<file path="src/rtl/sram2uart_fifo.sv">
// sram2uart_fifo: halfword-to-byte unpacking FIFO for the SRAM->UART readback path.
// Halfwords are pushed whole. They are popped one byte at a time, high byte first.
// data_out is first-word-fall-through: it shows the head byte without a pop.
// Single clock domain. Synchronous active-high reset.
module sram2uart_fifo #(
    parameter int ADDR_W = 4
) (
    input  logic              clk,
    input  logic              rst,
    input  logic [15:0]       data_in,
    input  logic              en_write,
    output logic [7:0]        data_out,
    input  logic              en_read,
    output logic              empty,
    output logic              full,
    output logic [ADDR_W+1:0] data_cnt,
    output logic              overflow,
    output logic              underflow
);

    localparam int               DEPTH   = 2 ** ADDR_W;
    localparam logic [ADDR_W:0]  DEPTH_W = (ADDR_W + 1)'(DEPTH);

    logic [15:0]       mem [DEPTH];
    logic [ADDR_W-1:0] head;
    logic [ADDR_W-1:0] tail;
    logic [ADDR_W:0]   word_cnt;
    logic              rd_half;   // 0: high byte is next, 1: low byte is next

    logic pop;
    logic push;
    logic free_now;

    // Status flags are derived purely from the registered state.
    assign empty    = (word_cnt == '0);
    assign full     = (word_cnt == DEPTH_W);
    assign data_cnt = {word_cnt, 1'b0} - {{(ADDR_W + 1){1'b0}}, rd_half};

    // Handshake qualification. A full FIFO can still take a push in the same
    // cycle that the head entry is released by its second byte pop.
    assign pop      = en_read & ~empty;
    assign free_now = pop & rd_half;
    assign push     = en_write & (~full | free_now);

    // Head byte selection. This path does not bypass data_in into data_out.
    always_comb begin
        // NOTE: give every always_comb output a default before any branch.
        // Otherwise a missed path infers a latch.
        data_out = 8'h00;
        if (!empty) begin
            data_out = rd_half ? mem[head][7:0] : mem[head][15:8];
        end
    end

    // Storage write. Contents are qualified by word_cnt, so stale words are never observed.
    always_ff @(posedge clk) begin
        // NOTE: the memory array has no reset on purpose. That keeps it a plain RAM.
        if (!rst && push) begin
            mem[tail] <= data_in;
        end
    end

    // Pointer, occupancy, byte-phase and sticky error flag update.
    always_ff @(posedge clk) begin
        // NOTE: sequential state uses non-blocking (<=) only. Every register then
        // samples pre-edge values.
        if (rst) begin
            head      <= '0;
            tail      <= '0;
            word_cnt  <= '0;
            rd_half   <= 1'b0;
            overflow  <= 1'b0;
            underflow <= 1'b0;
        end else begin
            if (pop) begin
                rd_half <= ~rd_half;
                if (rd_half) begin
                    head <= head + 1'b1;
                end
            end
            if (push) begin
                tail <= tail + 1'b1;
            end
            case ({push, free_now})
                2'b10:   word_cnt <= word_cnt + 1'b1;
                2'b01:   word_cnt <= word_cnt - 1'b1;
                default: word_cnt <= word_cnt;
            endcase
            if (en_write && !push) begin
                overflow <= 1'b1;
            end
            if (en_read && empty) begin
                underflow <= 1'b1;
            end
        end
    end

endmodule

</file>
<file path="config.mk">
export PLATFORM = sky130hd
export DESIGN_NAME = sram2uart_fifo
export DESIGN_NICKNAME = d
export VERILOG_FILES = /design/src/rtl/sram2uart_fifo.sv
export SDC_FILE = /design/constraint.sdc
export NUM_CORES = 1
export LEC_CHECK = 0
export BUFFER_PORTS_ARGS = -buffer_cell sky130_fd_sc_hd__buf_4
export CAP_MARGIN = 20
export CORE_MARGIN = 10
export CORE_UTILIZATION = 41
export CTS_CLUSTER_SIZE = 28
export DETAILED_ROUTE_END_ITERATION = 8
export MAX_ROUTING_LAYER = met4
export PLACE_DENSITY = 0.57
export SYNTH_ARGS = -nofsm -noshare
export SYNTH_HDL_FRONTEND = slang
export SYNTH_SLANG_ARGS = --single-unit
</file>
<file path="constraint.sdc">
create_clock -name clk -period 2.75 [get_ports clk]
set_input_delay 0.275 -clock clk [delete_from_list [all_inputs] [get_ports clk]]
set_output_delay 0.275 -clock clk [all_outputs]
set_load 0.03 [all_outputs]
</file>
==> results summary <==
The flow ran to the end, and the final reports show no timing, DRC or antenna violations. The analysis attributes to cell leakage a power of 4.20 nW. The number of global-route vias before repair came to 5,794. The remaining design rule violation count is 0. The worst-case clock skew came out at 0.0129 ns. In this run the clock root is driven by a sky130_fd_sc_hd__clkbuf_16.

The clock transition at the registers of the reported paths is 0.06 ns. For this design, the sink count on the clock tree is 276. The number of slew-limit violations in the final report came out at 0. TritonCTS built the clock tree.

The post-synthesis instance total came out at 543. The critical path startpoint category is a register. The number of setup violations in the final report came out at 0.

The total track usage is 0.147. The first-pass GRT wire length is 36,400 microns. The final count of hold timing violations is 0. The placer congestion estimate came out at 0.821. The count of boundary I/O pins came out at 38.

In this run the worst path has a maximum fanout of 7. The register area share after synthesis came out at 0.741. The clock period minus final worst setup slack is 2.74 ns.

The region available for standard cell placement spans 26,100 sq um. The number of warning messages in the yosys log is 0. Dividing the final minimum period by the clock period gives 0.996. The number of vias per cell after detailed routing came out at 5.47. The tightest min-delay check is of the in2reg type.

The maximum VDD drop came out at 0.467 mV. The element type at the critical path end is a primary output. The layout net count came out at 666. The starting utilization of the core area came out at 0.418. The number of maximum-capacitance violations came out at 0. Power spread over the standard cell area amounts to 690 nW/um^2. After synthesis, the mean cell area works out to 20.1 sq um. The tightest slew margin relative to the limit came out at 0.342. The signed area change from the synthesized netlist to the final layout is 20.0%. The number of distinct library cells after synthesis is 41. The CTS H-tree depth came out at 1. The number of buffers inserted during clock tree synthesis came out at 29. For this run, the leading register cell type out of synthesis is sky130_fd_sc_hd__edfxtp_1. The number of diodes is 0.

The count of flip-flops with a built-in enable after synthesis is 256. The origin of the critical flop-to-flop path is word_cnt[0]. In the final layout, the share of cells above drive strength 1 is 0.374. The number of synthesized register bits is 276. The slew of the pin with the lowest slew margin came out at 0.987 ns. The row count is 59. The data required time of the critical path is 2.48 ns. The slack of the worst reg-to-reg path came out at 0.19 ns. The path depth of the worst reg2reg path is 10. The worst register-to-register path ends at word_cnt[4]. The number of routed nets with antenna violations came out at 0.

The post-placement cell count came out at 924. The violation count after the first detailed-route iteration came out at 398. Setup repair after global routing could not meet its margin everywhere.

The mapped cell area came out at 10,900 sq um. The worst-case hold slack came out at 0.0255 ns. The clock latency on the worst-skew pair came out at 0.54 ns. The arrival time of data at the critical path endpoint came out at 2.46 ns. The net count after synthesis is 573. The critical path in this run is classified as reg2out. The top achievable clock speed came out at 365 MHz. The vias after detailed routing came out at 5,426. The number of antenna violations at the first check in global routing came out at 0. The worst hold path was traced through 3 stages. The routed wire length per instance is 24.1 microns. The number of filler instances in the final layout is 2,172. For this run, the number of standard cells in the final layout without fillers is 992. The pin count of the biggest net entering global routing is 28.

The detailed-routing iteration count for the pre-antenna-repair pass is 4. Buffers placed on the I/O ports in this run total 37. For this run, asynchronously set or reset flops after synthesis account for 0. The die footprint came out at 33,600 sq um.

In this run the worst setup path terminates at data_out[5]. The post-detailed-placement half-perimeter wirelength came out at 15,100 microns. In this run the deepest clock path goes through 3 buffers.

Setup total negative slack on the finished layout was measured at 0 ns. From bottom edge to top edge, the die measures 183 microns. The sum of routed wire length over all layers came out at 23,900 microns. The overall power came out at 9.03 mW. The sum of overflow across all layers after global routing is 0. From left edge to right edge, the die measures 183 microns.
[critical path, stage by stage, from the launching register on]
cell,delay [ns]
sky130_fd_sc_hd__dfxtp_4,0.43
sky130_fd_sc_hd__buf_12,0.14
sky130_fd_sc_hd__buf_6,0.11
sky130_fd_sc_hd__buf_12,0.13
sky130_fd_sc_hd__mux4_2,0.51
sky130_fd_sc_hd__a221oi_2,0.31
sky130_fd_sc_hd__a21oi_2,0.13
sky130_fd_sc_hd__buf_6,0.16
[state kept, by name (all words and copies together) (netlist names), named ones only]
| register | flops |
|---|---|
| underflow | 1 |
| rd_half | 1 |
| tail | 4 |
| mem | 256 |
| word_cnt | 5 |
| head | 4 |
| overflow | 1 |
[logic make-up after synthesis]
family                   synth area share
AND/OR/NAND/NOR                    0.0335
AO/OA/AOI/OAI                      0.0273
adder cells (fa/ha/maj)            0.0121
buffers and inverters              0.0156
flip-flops                          0.741
XOR/XNOR                           0.0112
multiplexers                        0.160
[cell type report]
| class | instances | area, sq um | share of cell area |
|---|---|---|---|
| clock inverter | 18 | 116 | 0.00888 |
| timing repair buffer | 88 | 870 | 0.0664 |
| clock buffer | 34 | 744 | 0.0568 |
| multi-input combinational | 232 | 2820 | 0.215 |
| tap | 335 | 419 | 0.0320 |
| inverter | 9 | 36.3 | 0.00277 |
| sequential | 276 | 8100 | 0.618 |
[cell usage in the layout, fill, tap and decap left out, drive strengths merged, types with 10 or more instances in the layout]
master and n:
mux4 64, inv 10, nand2 15, mux2i 28, clkinv 15, dfxtp 20, clkbuf 34, nor2 42
edfxtp 256, a21oi 13, buf 88
[synthesized netlist by cell type (all sizes together), types with 6 or more instances]
master	n	share of area
a221oi	7	0.0056
mux4	64	0.13
nand2	15	0.0058
dfxtp	20	0.037
buf	18	0.0095
nor2	42	0.014
mux2i	28	0.026
a221o	7	0.0064
edfxtp	256	0.70
clkbuf	8	0.0027
xor2	6	0.0048
a21oi	13	0.0070
ha	9	0.010
inv	9	0.0033
xnor2	8	0.0064
[per-layer routing]
layer | routed length (microns) | track usage | up-vias | share of wire
met4 | 414 | 0.0357 | 0 | 0.017
met3 | 1240 | 0.0253 | 28 | 0.052
met1 | 10500 | 0.192 | 2870 | 0.44
met2 | 11700 | 0.237 | 131 | 0.49
met5 | 0 | - | - | 0
li1 | - | - | 2397 | -
[how the worst min path moves through the flow]
stage	slack (ns)	from	to
after CTS	0.02	en_read	underflow
after floorplan	0.37	data_in[0]	mem[0][0]
after global routing	0.04	data_in[15]	mem[13][15]
final	0.03	en_read	underflow
after global placement	0.46	underflow	underflow
after detailed placement	0.48	overflow	overflow
[where the power goes]
part           internal (mW)  switching, mW
clock network           2.02           1.53
logic                  0.320          0.504
registers               4.63         0.0301
total                   6.97           2.07
[through the flow]
step	cell area [sq um]	setup WS [ns]	util
final	13100	0.0113	0.501
after floorplan	10900	0.308	-
after detailed placement	11800	-0.0640	0.453
after global routing	13100	-0.0744	0.501
after global placement	11800	0.127	0.452
after CTS	13100	-0.0717	0.500
[repair_timing]
| item | 4_1_cts | 5_1_grt |
|---|---|---|
| setup buffers | 12 | 2 |
| hold buffers | 0 | 0 |
| pin swaps | 13 | 16 |
| hold endpoints to repair | 0 | 0 |
| setup endpoints to repair | 9 | 9 |
| gates resized for setup | 38 | 19 |
| cloned | 3 | 0 |
Note: power is estimated with default switching activity, not from simulation.
